## src/rtl/mem_pkg.sv

```systemverilog
// Shared definitions for the memory access unit and the memory it drives.
// Width defaults and the FSM state encoding live here so both sides agree.
package mem_pkg;

  localparam int MEM_ADDR_W = 14;
  localparam int MEM_DATA_W = 16;

  typedef enum logic [2:0] {
    ST_IDLE   = 3'd0,
    ST_READ   = 3'd1,
    ST_WRITE  = 3'd2,
    ST_RMW_RD = 3'd3,
    ST_RMW_WR = 3'd4,
    ST_RESP   = 3'd5
  } mau_state_e;

endpackage

```

## src/rtl/mem_access_unit.sv

```systemverilog
// Load/store unit between a processor request port and a byte-addressed word memory.
// Byte stores are done as read-modify-write so the neighbouring byte survives.
module mem_access_unit
  import mem_pkg::*;
#(
  parameter int ADDR_W = MEM_ADDR_W,
  parameter int DATA_W = MEM_DATA_W
) (
  input  logic              clk,
  input  logic              rst,
  input  logic              req_valid,
  output logic              req_ready,
  input  logic              req_write,
  input  logic              req_byte,
  input  logic              req_signed,
  input  logic [ADDR_W-1:0] req_addr,
  input  logic [DATA_W-1:0] req_wdata,
  output logic              resp_valid,
  input  logic              resp_ready,
  output logic [DATA_W-1:0] resp_rdata,
  output logic [ADDR_W-1:0] mem_addr,
  output logic [DATA_W-1:0] mem_data_in,
  output logic              mem_we,
  input  logic [DATA_W-1:0] mem_data_out
);

  mau_state_e state, state_nxt;

  logic       byte_q;
  logic       signed_q;
  logic [7:0] wbyte_q;
  logic [7:0] rd_hi;
  logic [DATA_W-1:0] load_val;

  assign req_ready  = (state == ST_IDLE);
  assign resp_valid = (state == ST_RESP);

  // A byte lives in the high half of the word addressed by its own byte address.
  assign rd_hi    = mem_data_out[DATA_W-1 -: 8];
  assign load_val = byte_q ? {{(DATA_W-8){signed_q & rd_hi[7]}}, rd_hi} : mem_data_out;

  always_ff @(posedge clk or posedge rst) begin
    if (rst) state <= ST_IDLE;
    else     state <= state_nxt;
  end

  always_comb begin
    state_nxt = state;
    case (state)
      ST_IDLE: begin
        if (req_valid) begin
          if (!req_write)    state_nxt = ST_READ;
          else if (req_byte) state_nxt = ST_RMW_RD;
          else               state_nxt = ST_WRITE;
        end
      end
      ST_READ:   state_nxt = ST_RESP;
      ST_WRITE:  state_nxt = ST_RESP;
      ST_RMW_RD: state_nxt = ST_RMW_WR;
      ST_RMW_WR: state_nxt = ST_RESP;
      ST_RESP:   if (resp_ready) state_nxt = ST_IDLE;
      default:   state_nxt = ST_IDLE;
    endcase
  end

  // Memory-side outputs are all registered; mem_addr only moves on a new handshake.
  always_ff @(posedge clk or posedge rst) begin
    if (rst) begin
      byte_q      <= 1'b0;
      signed_q    <= 1'b0;
      wbyte_q     <= 8'h00;
      mem_addr    <= '0;
      mem_data_in <= '0;
      mem_we      <= 1'b0;
      resp_rdata  <= '0;
    end else begin
      case (state)
        ST_IDLE: begin
          if (req_valid) begin
            byte_q   <= req_byte;
            signed_q <= req_signed;
            wbyte_q  <= req_wdata[7:0];
            mem_addr <= req_addr;
            if (req_write && !req_byte) begin
              mem_data_in <= req_wdata;
              mem_we      <= 1'b1;
            end
          end
        end
        ST_READ: resp_rdata <= load_val;
        ST_WRITE: begin
          mem_we     <= 1'b0;
          resp_rdata <= '0;
        end
        ST_RMW_RD: begin
          mem_data_in <= {wbyte_q, mem_data_out[DATA_W-9:0]};
          mem_we      <= 1'b1;
        end
        ST_RMW_WR: begin
          mem_we     <= 1'b0;
          resp_rdata <= '0;
        end
        default: ;
      endcase
    end
  end

endmodule

```

## config.mk

```make
export PLATFORM = sky130hd
export DESIGN_NAME = mem_access_unit
export DESIGN_NICKNAME = d
export VERILOG_FILES = /design/src/rtl/mem_pkg.sv /design/src/rtl/mem_access_unit.sv
export SDC_FILE = /design/constraint.sdc
export NUM_CORES = 1
export LEC_CHECK = 0
export BUFFER_PORTS_ARGS = -buffer_cell sky130_fd_sc_hd__buf_2
export CAP_MARGIN = 15
export CORE_MARGIN = 5
export CORE_UTILIZATION = 45
export DETAILED_ROUTE_END_ITERATION = 8
export PLACE_DENSITY = 0.78
export SLEW_MARGIN = 20
export SYNTH_ARGS = -nofsm -noshare
export SYNTH_HDL_FRONTEND = slang
export SYNTH_SLANG_ARGS = --single-unit
```

## constraint.sdc

```tcl
create_clock -name clk -period 5.2 [get_ports clk]
set_clock_uncertainty 0.15 [all_clocks]
set_input_delay 1.04 -clock clk [delete_from_list [all_inputs] [get_ports clk]]
set_output_delay 1.04 -clock clk [all_outputs]
set_load 0.02 [all_outputs]
```

==> results.txt, run 1 <==
The run finished with clean final reports. Based on the critical path, the design can be clocked at up to 368 MHz. Before CTS, the worst setup slack after placement is 2600 ps. The tools report the count of filler cells inserted in the layout as 517. The maximum number of pins on one net before global-route repair is 61, and the total buffers and inverters traversed by the critical path is 2. The tools report the sequential element share of the synthesized area as 0.542. The logs give 2770 µm² for the area of the mapped netlist and 241 for the post-synth net total. The number of antenna violations at the first check in global routing was 0.

The tools report the kind of capture point of the worst setup path as an output port. The maximum fanout along the worst path was 10; the number of clock buffers inserted by TritonCTS was 9. The overall routing resource usage was 0.168.

The sort of element at the start of the critical path was a register. The ratio of total power to cell area was 608 nW/µm². Walking the worst path, the cells encountered are or3_4 -> clkinv_2 -> buf_2. On the critical path, the stage with the largest delay is an instance of dfrtp_1. The congestion estimate from routability-driven global placement came to 0.782. The final antenna-violating net count was 0; the number of input and output port buffers inserted was 101. The critical path is of the register to output port type. The die covers 7820 µm².

The layout net count was 344. For the core occupancy in the finished layout, the log shows 0.580. In this run the most used layer during global routing was met2. The longest clock path from root to sink contains 2 buffers. The count of clock tree sinks was 60.

The cell count after synthesis was 188. TritonCTS built the clock tree. For the worst setup path, the data required time is 4010 ps.

The first global-routing pass estimated 9.94 mm of wire. The overall die width is 88.4 µm. The via count normalized by instance count was 5.10; the worst IR drop on VDD was 0.000291 V. For the global-route met1 utilization, the log shows 0.223. The count of state elements after synthesis was 60; the remaining global-route overflow was 0.

The tools report the H-tree depth reported by CTS as 3. In the post-route analysis, the smallest setup slack over all paths is 2480 ps. The routed wirelength normalized by instance count was 16.6 µm; the leakage component of the power was 1.75 nW. The number of global-route vias before repair was 1,961. The repair_antennas step left the layout with diodes totalling 0.

Adding up every negative setup slack in the final design gives 0 ps. Summed over all nets, the half-perimeter wirelength after detailed placement is 4.41 mm. Data arrives at the worst endpoint at 1530 ps. The share of flip-flops with an asynchronous set or reset came out at 1.00. The commonest register cell after synthesis is dfrtp_1.

Buffers added to address setup during post-CTS repair amount to 0. Counting distinct cell types in the post-synthesis netlist gives 30. Relative to the synthesized area, the layout overhead comes to 24.8%. For this design, the CTS-stage hold fixing added 0 buffers.

Setup violations remaining at the end of the flow were counted as 0. The met2 routing resource usage after global routing came out at 0.256. Sorting the synthesized cells by area gives the leading types as dfrtp_1 (54%), mux2_2 (15%), mux2_4 (10%). The run gives 0 as the number of warning messages in the yosys log. The library cell used most frequently in the layout, excluding fill and tap cells, is buf_2. The clock latency on the worst-skew pair is 330 ps, and the layout cell share with drive strength beyond 1 is 0.615.

Setup repair after global routing left no endpoint under its margin. Pin placement for this block handled 102 I/O pins. After clock tree synthesis, the clock-pin slew on the worst setup and hold paths is 70 ps.

The post-cts repair resize count is 0, and the placed instance count is 355. For the remaining routing DRC violations, the log shows 0. The number of maximum-capacitance violations was 0.

The biggest area contributor in the post-synthesis netlist is dfrtp_1. The final layout contains routed wiring with a total length of 6.16 mm. In the layout the commonest cells are buf_2 (101), dfrtp_1 (60), mux2_2 (37), mux2_4 (19), o2bb2ai_1 (16).

The post-synthesis area per instance was 14.7 µm²; the starting DRC count in detailed routing was 41. The logs give 5960 µm² for the placeable core area and 1,891 for the via total after detailed routing. The smallest clock period supported by the final layout is computed as 2720 ps. The run gives 4 as the number of search-and-repair iterations in the first detailed-routing pass.

The share of the synthesized area in the top cell type came out at 0.542. Clock root buffer: clkbuf_8. The transition time at the pin with the least slew margin was 752 ps; the critical path's largest stage delay was 500 ps. The path class of the lowest-slack min-delay path is register to register.

The tools report the routing usage on met3 as 0.0726. For the number of pins with negative max-slew slack in the final report, the log shows 0. Count of endpoints failing hold in the final timing report: 0. Part of the cycle the worst path needs: 0.523. In this run, synthesis inferred 0 flip-flops with an integrated enable.

The height of the die was 88.4 µm. The logs give 0.499 for the relative max-transition margin and 28 for the floorplan row count. For the final instance count without filler cells, the log shows 371.

The kind of cell with the highest combined delay along the critical path is flip-flops. The run gives 0.465 as the initial cell density of the core.
==> state kept, by name, summed over array words and instances, names as in the netlist <==
register / count
byte_q: 1
mem_addr: 14
mem_data_in: 16
mem_we: 1
resp_rdata: 16
signed_q: 1
state: 3
wbyte_q: 8
==> final cells by class <==
type	instances	area [µm²]	area share
tap	75	93.8	0.0272
clock inverter	6	55.1	0.0159
timing repair buffer	103	520	0.151
multi-input combinational	112	1140	0.329
inverter	5	20.0	0.00580
clock buffer	10	128	0.0369
sequential	60	1500	0.435
==> path summary, 6_finish.rpt <==
path / startpoint / endpoint / slack [ps] / cells after the start
min reg2reg: resp_rdata[11] / resp_rdata[11] / 340 / 1
min: resp_rdata[11] / resp_rdata[11] / 340 / 1
max: state[1] / req_ready / 2480 / 3
max in group asynchronous: rst / resp_rdata[13] / 3630 / 3
max reg2reg: state[1] / mem_data_in[8] / 3060 / 3
min in group asynchronous: rst / mem_addr[10] / 780 / 3
==> where the power goes <==
part	switching [W]	total (W)	leakage [nW]	internal [W]
sequential	0.000145	0.000826	0.742	0.000681
clock	0.000177	0.000394	0.0996	0.000217
combinational	0.000471	0.000880	0.910	0.000409
==> per-layer routing <==
metal	vias to the layer above	wire length [µm]
met5	-	0
li1	894	-
met4	0	34
met3	5	608
met1	911	2760
met2	81	2750
==> worst reg2reg max path, delay by kind of cell (launching register included) <==
family | cells | cell delay, ps
DFF | 1 | 500
and+or+nand+nor | 1 | 450
muxes | 1 | 410
AOI/OAI and AO/OA | 1 | 520
==> synthesized netlist by cell type (all sizes together) (2+ instances only) <==
library cell and instances:
mux2 56, mux2i 8, a21oi 4, dfrtp 60, o21ai 3, o2bb2ai 16
buf 10, nand3 2, nand3b 2, a21o 2, inv 4, nor2 8
==> per-stage QoR <==
step           area [µm²]  power (W)  hold slack [ps]
2_1_floorplan        2770    0.00145              328
3_3_place_gp         3270    0.00170              319
3_5_place_dp         3270    0.00173              320
4_1_cts              3450    0.00213              340
5_1_grt              3450    0.00224              360
6_report             3450    0.00210              337
==> cells by family (layout without fill, tap and decap cells) <==
logic type	after synthesis	in the layout	synth area share
muxes	64	64	0.282
and+or+nand+nor	19	19	0.0425
xor gates and xnor gates	1	1	0.00316
AOI/OAI and AO/OA	28	28	0.0822
buffers and inverters	16	124	0.0474
DFF	60	60	0.542
Power figures use the tool's default switching activity.
==> inputs of run 2 (changes only) <==
- clock period: 5.2 -> 2.54 ns (I/O delays scaled with it)
==> results.txt, run 2 (synthesis results as in run 1) <==
In this run the static leakage power is 1.77 nW. The slowest stage of the critical path is the dfrtp_1 cell. Core occupancy in the finished layout: 0.585.

The first global-routing pass estimated 9.67 mm of wire. For this run the aggregate overflow at the end of global routing stands at 0. The tree is rooted in a clkbuf_8. Critical path's largest stage delay: 500 ps. Setup repair after global routing left no endpoint under its margin. For the initial cell density of the core, the log shows 0.465. The tools report the final antenna-violating net count as 0. The path class of the lowest-slack min-delay path was input port to asynchronous set/reset pin. The layout cell share with drive strength beyond 1 works out to 0.618.

The layout overhead on the synthesized area was 25.9%. The most frequent standard cell in the layout excluding fill and tap cells is buf_2. The run finished with clean final reports.

For the worst path required time, the log shows 1880 ps. The final HPWL from detailed placement was 4.43 mm; the weighted congestion at the end of routability-driven global placement was 0.737. At the worst endpoint, the arrival time is 1530 ps. Power spread over the standard cell area amounts to 1250 nW/µm². In this run the post-CTS setup repair buffer count came out at 0. The later pin in the worst-skew pair is clocked with a latency of 330 ps.

The number of global-route vias before repair is 1,985. The die covers 7820 µm². The count of hold buffers inserted by post-cts repair is 0, and the height of the die is 88.4 µm.

Static timing analysis puts the maximum clock frequency at 456 MHz. The largest registers in the layout are mem_data_in (16), resp_rdata (16), mem_addr (14). The run gives 0.164 as the overall routing resource usage. The top cell types in the final layout, fill and taps aside, are buf_2 (101), dfrtp_1 (60), mux2_2 (37), mux2_4 (19), o2bb2ai_1 (16). In this run, CTS created clock tree buffers numbering 9. After detailed routing, the average wire length per cell comes to 16.0 µm. The floorplan has 28 rows. Walking the worst path, the cells encountered are or3_4 -> clkinv_2 -> buf_2. The core region is 5960 µm². For this run, the detailed router's first-pass iteration total came to 4. For the relative max-transition margin, the log shows 0.542. By startpoint and endpoint, the worst setup path is classified as register to output port. The total negative setup slack came out at 0 ps.

The sort of element at the start of the critical path was a register. The clock period could shrink to 2190 ps. After detailed routing, the number of remaining DRC violations is 0. The transition time at the pin with the least slew margin is 687 ps, and the worst-case clock buffer depth is 2. For this run, the number of standard cells in the final layout without fillers is 371.

The tools report the H-tree depth reported by CTS as 3. Summed over all layers, the routed wires come to 5.95 mm. The number of maximum-capacitance violations is 0, and the worst IR drop on VDD is 0.000715 V.

TritonCTS built the clock tree. After clock tree synthesis, the repair step resized 0 gates. The logs give 0 for the antenna diode count and 0 for the count of endpoints failing hold in the final timing report. The via count normalized by instance count works out to 5.04. The part of the cycle the worst path needs is 0.863. The starting DRC count in detailed routing is 44, and the layout net count is 344. Number of pins with negative max-slew slack in the final report: 0.

The number of antenna violations at the first check in global routing was 0; the maximum number of pins on one net before global-route repair was 36. Setup violations remaining at the end of the flow were counted as 0. During I/O placement, the number of pins put on the boundary was 102.

STA classifies the critical path endpoint as an output port. The placed instance count was 355. In this run the worst path has a maximum fanout of 10. Count of clock tree sinks: 60. The final route contains 1,869 vias. The die is 88.4 µm wide.

Clock-pin slew was measured on the worst setup and hold paths at 70 ps. The number of input and output port buffers inserted was 101.
[run 2: final cells by class]
type	instances	area, µm²
clock buffers	11	151
clock inverters	5	50.0
fillers	496	2470
inverters	5	20.0
multi-input cells	112	1140
flip-flops and latches	60	1500
well taps	75	93.8
repair buffers	103	533
[run 2: worst max-delay path, delay by kind of cell, from the launching register on]
kind | cells | cell delay, ps
buffers and inverters | 2 | 260
flip-flops | 1 | 500
AND/OR/NAND/NOR | 1 | 450
[run 2: final timing paths]
| path | from | endpoint | slack [ps] | cells after the start |
|---|---|---|---|---|
| max reg2reg | state[1] | mem_addr[12] | 410 | 4 |
| max | state[1] | req_ready | 350 | 3 |
| min | rst | mem_addr[11] | 80 | 2 |
| max in group asynchronous | rst | mem_data_in[4] | 1590 | 3 |
| min reg2reg | resp_rdata[14] | resp_rdata[14] | 330 | 1 |
| min in group clk | req_addr[11] | mem_addr[11] | 260 | 2 |
[run 2: stage by stage]
step | area, µm² | power, W | hold slack, ps | setup slack [ps]
2_1_floorplan | 2770 | 0.00296 | 328 | 397
3_3_place_gp | 3280 | 0.00348 | 321 | 465
3_5_place_dp | 3280 | 0.00352 | 319 | 416
4_1_cts | 3490 | 0.00439 | 85.8 | 334
5_1_grt | 3490 | 0.00462 | 118 | 281
6_report | 3490 | 0.00434 | 75.7 | 349
[run 2: metal layers]
layer / up-vias / global-route usage / wire length, µm
met5: - / 0 / 0
met4: 0 / 0.0714 / 76
met3: 7 / 0.0568 / 634
met2: 79 / 0.249 / 2630
met1: 891 / 0.214 / 2610
li1: 892 / - / -
[run 2: power breakdown]
part	total [W]	switching (W)	internal (W)
sequential	0.00169	0.000295	0.00139
clock	0.000850	0.000351	0.000499
combinational	0.00180	0.000963	0.000839
total	0.00434	0.00161	0.00273
==> inputs of run 3 (changes only) <==
- CELL_PAD_IN_SITES_DETAIL_PLACEMENT: default -> 0
- CELL_PAD_IN_SITES_GLOBAL_PLACEMENT: default -> 1
- CORE_UTILIZATION: 45 -> 39
- PLACE_DENSITY: 0.78 -> 0.84
==> results.txt, run 3 (synthesis results as in run 1) <==
The worst-case IR drop observed on VDD is 0.000563 V. The layout cell share with drive strength beyond 1 came out at 0.614. The pre-CTS worst setup slack is 404 ps, and the final antenna-violating net count is 0. Port buffering added 101 buffers. The analysis attributes to cell leakage a power of 1.76 nW. In this run the count of I/O pins placed on the die edge is 102. The tools report the number of maximum-capacitance violations as 0. Shortest clock period the worst path allows after layout: 2180 ps. The clock passes through at most 2 buffers. Entering global routing, the biggest net connects 35 pins. The number of antenna violations at the first check in global routing is 0.

The post-cts repair resize count is 0. The root buffer cell chosen for the clock tree is clkbuf_8. The sequential cell area came out at 1500 µm². TritonCTS built the clock tree.

The overall routing resource usage came out at 0.150. Most frequent standard cell in the layout excluding fill and tap cells: buf_2. The arrival time of the worst setup path came out at 1520 ps. The floorplan row count was 30; the antenna diode count was 0. The largest registers in the layout are mem_data_in (16), resp_rdata (16), mem_addr (14).

Counting the buffers created by CTS gives 9. In the final design database the tool counted 347 nets. After the first detailed-routing iteration, the DRC count stood at 51. The die is 94.3 µm wide. The number of global-route vias before repair is 2,022. The min-delay analysis places its worst path in the category input port to asynchronous set/reset pin. Setup violations remaining at the end of the flow were counted as 0. The maximum fanout along the worst path was 10; the H-tree depth reported by CTS was 3. Relative to the synthesized area, the layout overhead comes to 26.0%.

Clock-pin slew was measured on the worst setup and hold paths at 60 ps. The routed wirelength normalized by instance count is 16.0 µm, and the initial cell density of the core is 0.403. The tools report the placeable core area as 6870 µm².

For the count of endpoints failing hold in the final timing report, the log shows 0. In the layout the commonest cells are buf_2 (101), dfrtp_1 (60), mux2_2 (37), mux2_4 (19), o2bb2ai_1 (16). Fill cells in the final layout number 638. The worst path setup slack after routing was 358 ps.

The startpoint-to-endpoint class of the critical path was register to output port. The first global-routing pass estimated 10.1 mm of wire. The run gives 1,860 as the via total after detailed routing. The worst setup path is captured at an output port. The remaining routing DRC violations is 0.

STA puts the critical path data required time at 1880 ps. The relative max-transition margin was 0.705; the height of the die was 94.3 µm. In this run the power density over the cells is 1220 nW/µm². The run gives 60 as the count of clock tree sinks. The number of pins with negative max-slew slack in the final report was 0; the transition time at the pin with the least slew margin was 442 ps. Once the clock tree was built, the setup fixing pass inserted 0 buffers. The floorplan step defined a die boundary enclosing 8880 µm². The part of the cycle the worst path needs is 0.859. STA classifies the critical path startpoint as a register.

The run gives 0 as the count of hold buffers inserted by post-cts repair. The run gives 0.731 as the weighted congestion at the end of routability-driven global placement. After legalization and detailed placement, the total HPWL measured 4.56 mm. In the final layout, the multi-input gates occupy 1140 µm². Adding up every negative setup slack in the final design gives 0 ps. The tools report the number of search-and-repair iterations in the first detailed-routing pass as 4.

The clock latency on the worst-skew pair was 320 ps. Derived from the worst setup path, the maximum achievable clock frequency is 458 MHz. Routed wire length: 6.30 mm. After detailed routing, the number of vias per cell comes to 4.72. Setup repair after global routing left no endpoint under its margin. The run finished with clean final reports. The remaining global-route overflow came out at 0.
run 3: per-layer routing:
layer  GRT usage  wire length, µm
met5           0                0
met4      0.0421               68
met3      0.0857              747
met2       0.216             2650
met1       0.192             2830
run 3: area by class of cell:
type | instances | area share
flip-flops and latches | 60 | 0.430
multi-input cells | 112 | 0.326
repair buffers | 106 | 0.156
clock buffers | 13 | 0.0455
well taps | 96 | 0.0344
inverters | 5 | 0.00574
clock inverters | 2 | 0.00287
run 3: per-stage QoR:
stage                     power [W]  std cells  utilization  hold slack, ps  area [µm²]
after floorplan             0.00296        188            -             328        2770
after global placement      0.00351        379        0.483             317        3320
after detailed placement    0.00355        379        0.483             319        3320
after CTS                   0.00432        394        0.508            88.8        3490
after global routing        0.00454        394        0.508             105        3490
final                       0.00425        394        0.508            90.5        3490
run 3: critical path, stage by stage, from the launching register on:
cell and delay [ps]:
dfrtp_1 500, or3_4 450, clkinv_2 90, buf_2 160
run 3: final timing paths:
| kind | start | to | slack (ps) | cells past startpoint |
|---|---|---|---|---|
| max | state[1] | req_ready | 360 | 3 |
| min | rst | mem_addr[0] | 90 | 3 |
| max reg2reg | state[1] | mem_addr[12] | 400 | 4 |
| min reg2reg | resp_rdata[7] | resp_rdata[7] | 330 | 1 |
| max in group asynchronous | rst | wbyte_q[2] | 1800 | 3 |
| min in group clk | req_signed | signed_q | 260 | 2 |
run 3: power by group:
part | switching [W] | internal [W]
registers | 0.000280 | 0.00139
clock network | 0.000338 | 0.000399
logic | 0.000993 | 0.000846
total | 0.00161 | 0.00264
